[src/rtl/instr_sequencer.sv]
// Multi-cycle 8051 instruction sequencer: owns the PC and steps fetch, operands, RAM reads,
// execute and write-back. Define SEQ_RAM_ACK_EN to hold RAM phases until ram_ack.
module instr_sequencer (
   input  logic        clock,
   input  logic        reset,
   input  logic        stall,
   output logic [15:0] rom_addr,
   output logic        rom_rd,
   input  logic [7:0]  rom_data,
   input  logic [1:0]  ilen,
   input  logic [1:0]  need_rd,
   input  logic        need_wr,
   input  logic        branch_en,
   input  logic [15:0] branch_target,
   input  logic        ram_ack,
   output logic        ram_rd,
   output logic        ram_wr,
   output logic [1:0]  ram_phase,
   output logic [7:0]  ir,
   output logic [7:0]  op1,
   output logic [7:0]  op2,
   output logic [15:0] pc,
   output logic        exec_en,
   output logic [3:0]  state
);

   typedef enum logic [3:0] {
      StFetch  = 4'd0,
      StLatch  = 4'd1,
      StDecode = 4'd2,
      StOpnd1  = 4'd3,
      StOpnd2  = 4'd4,
      StRd1    = 4'd5,
      StRd2    = 4'd6,
      StExec   = 4'd7,
      StWb     = 4'd8
   } state_e;

   state_e      state_q, state_d;
   logic [15:0] pc_q, pc_d;
   logic [7:0]  ir_q, op1_q, op2_q;
   logic [1:0]  ilen_q, nrd_q;
   logic        nwr_q;
   logic [1:0]  ilen_eff, nrd_eff;
   logic        ram_done;

   assign ilen_eff = (ilen == 2'd0) ? 2'd1 : ilen;
   assign nrd_eff  = (need_rd == 2'd3) ? 2'd2 : need_rd;

`ifdef SEQ_RAM_ACK_EN
   assign ram_done = ram_ack;
`else
   // RAM always completes in one cycle; ram_ack is folded in only to keep it referenced.
   assign ram_done = 1'b1 | ram_ack;
`endif

   always_ff @(posedge clock or negedge reset) begin
      if (!reset) state_q <= StFetch;
      else        state_q <= state_d;
   end

   always_comb begin
      state_d = state_q;
      unique case (state_q)
         StFetch:  if (!stall) state_d = StLatch;
         StLatch:  state_d = StDecode;
         StDecode: begin
            if (ilen_eff >= 2'd2)      state_d = StOpnd1;
            else if (nrd_eff != 2'd0)  state_d = StRd1;
            else                       state_d = StExec;
         end
         StOpnd1: begin
            if (ilen_q == 2'd3)        state_d = StOpnd2;
            else if (nrd_q != 2'd0)    state_d = StRd1;
            else                       state_d = StExec;
         end
         StOpnd2:  state_d = (nrd_q != 2'd0) ? StRd1 : StExec;
         StRd1:    if (ram_done) state_d = (nrd_q == 2'd2) ? StRd2 : StExec;
         StRd2:    if (ram_done) state_d = StExec;
         StExec:   state_d = nwr_q ? StWb : StFetch;
         StWb:     if (ram_done) state_d = StFetch;
         default:  state_d = StFetch;
      endcase
   end

   always_comb begin
      // Gated by reset so every strobe reads 0 while reset is held.
      rom_rd    = reset && (((state_q == StFetch) && !stall) ||
                            ((state_q == StDecode) && (ilen_eff >= 2'd2)) ||
                            ((state_q == StOpnd1) && (ilen_q == 2'd3)));
      rom_addr  = pc_q;
      ram_rd    = (state_q == StRd1) || (state_q == StRd2);
      ram_wr    = (state_q == StWb);
      exec_en   = (state_q == StExec);
      ram_phase = 2'd0;
      if (state_q == StRd2) ram_phase = 2'd1;
      if (state_q == StWb)  ram_phase = 2'd2;
      pc_d = pc_q;
      if (rom_rd)                                pc_d = pc_q + 16'd1;
      else if ((state_q == StExec) && branch_en) pc_d = branch_target;
   end

   always_ff @(posedge clock or negedge reset) begin
      if (!reset) begin
         pc_q   <= 16'd0;
         ir_q   <= 8'd0;
         op1_q  <= 8'd0;
         op2_q  <= 8'd0;
         ilen_q <= 2'd1;
         nrd_q  <= 2'd0;
         nwr_q  <= 1'b0;
      end else begin
         pc_q <= pc_d;
         if (state_q == StLatch) ir_q  <= rom_data;
         if (state_q == StOpnd1) op1_q <= rom_data;
         if (state_q == StOpnd2) op2_q <= rom_data;
         if (state_q == StDecode) begin
            ilen_q <= ilen_eff;
            nrd_q  <= nrd_eff;
            nwr_q  <= need_wr;
         end
      end
   end

   assign pc    = pc_q;
   assign ir    = ir_q;
   assign op1   = op1_q;
   assign op2   = op2_q;
   assign state = state_q;

endmodule

[config.mk]
export PLATFORM = sky130hd
export DESIGN_NAME = instr_sequencer
export DESIGN_NICKNAME = d
export VERILOG_FILES = /design/src/rtl/instr_sequencer.sv
export SDC_FILE = /design/constraint.sdc
export NUM_CORES = 1
export LEC_CHECK = 0
export CAP_MARGIN = 30
export CORE_AREA = 2 2 80 82
export DETAILED_ROUTE_END_ITERATION = 8
export DIE_AREA = 0 0 82 84
export PLACE_DENSITY = 0.85
export SYNTH_ARGS = -nofsm -noshare
export SYNTH_HDL_FRONTEND = slang
export SYNTH_SLANG_ARGS = --single-unit
[constraint.sdc]
create_clock -name clock -period 2.1 [get_ports clock]
set_input_delay 0.21 -clock clock [delete_from_list [all_inputs] [get_ports clock]]
set_output_delay 0.21 -clock clock [all_outputs]
set_load 0.005 [all_outputs]
---- Word-level counts from Yosys, hierarchy flattened ----
Index checks and enable logic that the tools add are counted.
cells by class
  magnitude comparators ................... 1
  muxes and demuxes ....................... 14
  eq/ne operators ......................... 12
  reduce and logical (&&, ||, !) cells .... 14
  add/sub/neg operators ................... 1
operators with widths
  kind                   number
  $mux 16                2
  $pmux 4 s8             1
  $add 16x1->16 const B  1
  $eq 4x3->1 const B     4
  $mux 2                 6
  $eq 4x2->1 const B     2
  $mux 4                 2
  $eq 2x2->1 const B     3
  $reduce_bool 2->1      3
  $logic_and 1x1->1      5
  $eq 4x1->1 const B     1
  $eq 4x4->1 const B     1
  $logic_not 4->1        1
  $logic_or 1x1->1       3
  $mux 3                 1
  $ge 2x2->1 const B     1
  $logic_not 2->1        1
  $mux 1                 2
  $ne 2x2->1 const B     1
  $logic_not 1->1        1
word-level totals
  output and inout port bits .............. 66
  input bits .............................. 34
  word-level logic and storage cells ...... 50
  register bits after elaboration ......... 49

---- Logic depth before layout (Yosys ltp) ----
  depth after elaboration ................. 8
  mapped depth ............................ 9
  depth with buffers taken out ............ 6

---- Worst setup path after synthesis ----
No wires, ideal clock.
  kind .................................... register -> register
  from .................................... register state_q[3] (netlist: state[3])
  to ...................................... register pc_q[15] (netlist: pc[15])
  setup slack ............................. 0.121 ns
  data arrival time ....................... 1.853 ns
  cell stages (with the launch flop) ...... 10
  clock period less this slack ............ 1.979 ns
  setup time .............................. 0.126 ns
  path through ............................ dfrtp_1 -> buf_6 -> nand2b_4 -> buf_6 -> or3_1 -> buf_6 -> nand3_2 -> buf_6 -> a21bo_1 -> a221o_1
between the ends
  cells in the longest elaborated chain, start to end .. 6
ends and longest elaborated chain
  what                                           line    text
  start, declared                                39      state_e state_q, state_d;
  start signal, assigned                         58      if (!reset) state_q <= StFetch;
  start signal, assigned                         59      else state_q <= state_d;
  $eq 4x2->1 or $logic_not 4->1 (tied branches)  89, 88
  $logic_and 1x1->1 (on tied branches)           89, 88
  $logic_or 1x1->1                               88      rom_rd = reset && (((state_q == StFetch) && !stall) ||
  $logic_or 1x1->1                               89      ((state_q == StDecode) && (ilen_eff >= 2'd2)) ||
  $logic_and 1x1->1                              88
  $mux 16 or $reduce_bool 2->1 (tied branches)   --
  end signal, assigned                           113     pc_q <= pc_d;
  end, declared                                  40      logic [15:0] pc_q, pc_d;
Parallel ways exist; a longest one is shown, timed or not.
A chain may end at the register's enable or synchronous reset.

---- Final worst setup path ----
  from .................................... register state_q[0] (netlist: state[0])
  to ...................................... register pc_q[8] (netlist: pc[8])
Same word-level chain as after synthesis.

==> flow_summary.yaml <==
critical_path:
  r2r-end: "pc[8]"
  worst_ep_required_time_ns: 2.28
  path_depth: 7
  worstPathMaxFanout: 11
  timing.critical_path.from: "state[0]"
  critPathMostFrequentCell: "sky130_fd_sc_hd__buf_4"
  critPathKind: "flop to flop"
  timing.critical_path.to: "pc[8]"
  maximum_cell_stage_delay_along_the_critical_path_ns: 0.41
  reg2reg_depth: 7
  ordered_list_of_cells_on_the_worst_path: "buf_4 > buf_4 > nand2_1 > or3_1 > nand3_2 > a21bo_2 > a221o_1"
  timing.critical_path.buf_inv: 2
  dominant_delay_contributor_by_cell_family_on_the_critical_path: "simple AND/OR/NAND/NOR gates"
  regToRegStartpoint: "state[0]"
  end_kind: "flop"
  crit_slowest_cell: "sky130_fd_sc_hd__dfrtp_1"
  setup.reg_to_reg.worst_slack_ns: 0.08
  crit_path_start_kind: "flop"
  worstPathArrival_ns: 2.20
clock_network:
  htree_levels: 2
  cts_root_buffer: "sky130_fd_sc_hd__clkbuf_8"
  cts_tree: "done"
  clockBufferDepth: 2
  cts.reportedPaths.clkPinSlew_ns: 0.09
  numCtsBuffers: 5
  postCtsHoldBufs: 0
  cts_sinks: 49
  clk_latency_ns: 0.30
timing:
  layout_min_cycle_time_ns: 2.020
  headroom_to_the_max_slew_limit: 0.5805
  setup_viol: 0
  slew_violations: 0
  final_setup_margin_ns: 0.07993
  max_freq_mhz: 495.0
  unrepaired_setup_endpoints_after_global_routing: "true"
  final-hold-violation-count: 0
  worst_pin_slew_ns: 0.6293
  final_worst_path_cycle_share: 0.9619
  setup_clock_skew_after_layout_ns: 0.008358
  setup-tns-final_ns: 0
  fin_hold_ws_ns: 0.1114
power_and_ir_drop:
  total_power_mw: 5.257
  max-vdd-ir-drop_mv: 0.8231
  power.share.clock: 0.127
  cell_internal_pwr_mw: 3.534
  p_sw_mw: 1.723
  p_seq_frac: 0.349
  netSwitchingFraction: 0.3277
  combPwrFrac: 0.524
  pwr_density_cell_nw_per_um2: 1425
  leakagePower_nw: 1.519
finish:
  layout_commonest_cell: "sky130_fd_sc_hd__clkdlybuf4s50_1"
  antenna_cells: 0
  final_cells: 405
  layout_common_cells: "93 x sky130_fd_sc_hd__clkdlybuf4s50_1, 47 x sky130_fd_sc_hd__dfrtp_1, 27 x sky130_fd_sc_hd__mux2_2"
  share_of_post_route_cells_with_drive_strength_above_1: 0.2165
  finalInstanceArea_um2: 3689
  synthToLayoutAreaGrowth_pct: 43.18
  fin_nets: 362
  postLayoutCoreUtil: 0.6051
yosys:
  synth-edff-count: 0
  compound_gate_fraction_of_synth_area: 0.1272
  syn_area_um2: 2576
  syn_inst: 231
  synth-seq-area-share: 0.4764
  synth_top_flop_cell: "sky130_fd_sc_hd__dfrtp_1"
  synthAdderAreaFrac: 0.004857
  synth_cell_type_count: 49
  main_combinational_cell_family_by_area_after_synthesis: "simple AND/OR/NAND/NOR gates"
  synth.yosys.warnings: 0
  yosys.area_share.simple: 0.1695
  synth.area.mux_share: 0.1180
  xor_xnor_share_of_the_synthesized_area: 0
  synth_nets: 266
  async_reset_ff_frac: 1.000
  syn_area_per_cell_um2: 11.15
  ys_ff_latch: 49
place:
  detailedPlacementHpwl_um: 4654
  pre_cts_ws_ns: 0.08721
  numPortBuffers: 98
  gp_congestion: 0.8187
  placed_area_um2: 3558
  placed_cells: 396
floorplanning:
  initial_core_util: 0.4226
  core_um2: 6096
  dieHeight_um: 84
  pin_count: 100
  die_x_um: 82
  dieArea_um2: 6888
  num_rows: 29
min_path:
  class_of_the_tightest_hold_or_removal_check: "input port to asynchronous set/reset pin"
detailed_routing:
  antenna_viol_nets_final: 0
  detail_route.wirelength_um: 6274
  routed_wire_length_per_instance_um: 15.49
  vias_per_cell: 5.240
  initialDrtViolationCount: 83
  vias: 2122
  drcViolationCount: 0
  drt-pass1-iter-count: 4
global_route:
  vias_in_the_first_global_route: 2204
  antenna_found_initial: 0
  global_route.usage.total: 0.1928
  maximum_number_of_pins_on_one_net_before_global_route_repair: 50
  globalRoute.totalOverflow: 0
  global_route_wire_length_before_repair_um: 10470
run_status:
  run_status: "complete, no violations"
run:
  max_cap_viol_count: 0
## what timing repair did
action | in CTS | in global routing
endpoints found under the setup margin | 1 | 5
resized for setup | 5 | 2
cloned | 0 | 0
setup buffers | 1 | 0
pin swaps | 1 | 2
## how the worst min path moves through the flow
| stage | from | to | slack, ns | depth (start not counted) |
|---|---|---|---|---|
| floorplan | reset | ilen_q[1] | -0.09 | 0 |
| CTS | reset | nwr_q | 0.12 | 2 |
| finish | reset | nrd_q[1] | 0.11 | 2 |
| global placement | reset | state[2] | 0.45 | 2 |
| global route | reset | pc[8] | 0.14 | 2 |
| detailed placement | reset | state[2] | 0.44 | 2 |
## power by group through the flow
stage	combinational (mW)	clock, mW	sequential, mW
after detailed placement	2.77	0	1.85
after CTS	2.79	0.685	1.83
after global placement	2.70	0	1.81
after floorplan	1.43	0	1.80
after global routing	3.00	0.733	1.91
final	2.75	0.670	1.83
## kinds of logic after synthesis
| group | after synthesis |
|---|---|
| AOI/OAI and AO/OA | 43 |
| buffers and inverters | 37 |
| and+or+nand+nor | 74 |
| adders and majority gates | 1 |
| muxes | 27 |
| DFF | 49 |
## cells in the mapped netlist (all sizes together), types with 3 or more instances
library cell	number	area share
a21boi	3	0.0087
a21oi	5	0.0097
a221o	7	0.027
a311oi	3	0.010
and2	5	0.013
and3	3	0.0073
buf	28	0.091
dfrtp	48	0.47
inv	8	0.012
mux2	27	0.12
nand2	12	0.017
nand2b	4	0.013
nand3	8	0.017
nor2	14	0.020
nor3	14	0.031
o21ai	10	0.019
or3	3	0.0073
## per-layer routing
layer | GRT usage | vias to the layer above | wire length, um | share of wire
met3 | 0.07792 | 4 | 626 | 0.10
li1 | - | 1010 | - | -
met2 | 0.2993 | 84 | 2961 | 0.47
met4 | 0.04394 | 0 | 29 | 0.0046
met5 | 0 | - | 0 | 0
met1 | 0.2512 | 1024 | 2657 | 0.42
## flip-flops by register name (all words and copies together) (netlist names)
register  flops
nrd_q         2
op2           8
ilen_q        2
nwr_q         1
ir            8
pc           16
op1           8
state         4
## final cells by class
cell class | instances | area [um2]
multi-input cells | 145 | 1091
clock inverters | 2 | 38.79
flip-flops and latches | 49 | 1229
fillers | 509 | 2407
well taps | 77 | 96.34
clock buffers | 6 | 72.57
inverters | 8 | 32.53
repair buffers | 118 | 1129
(Power assumes the default switching activity.)
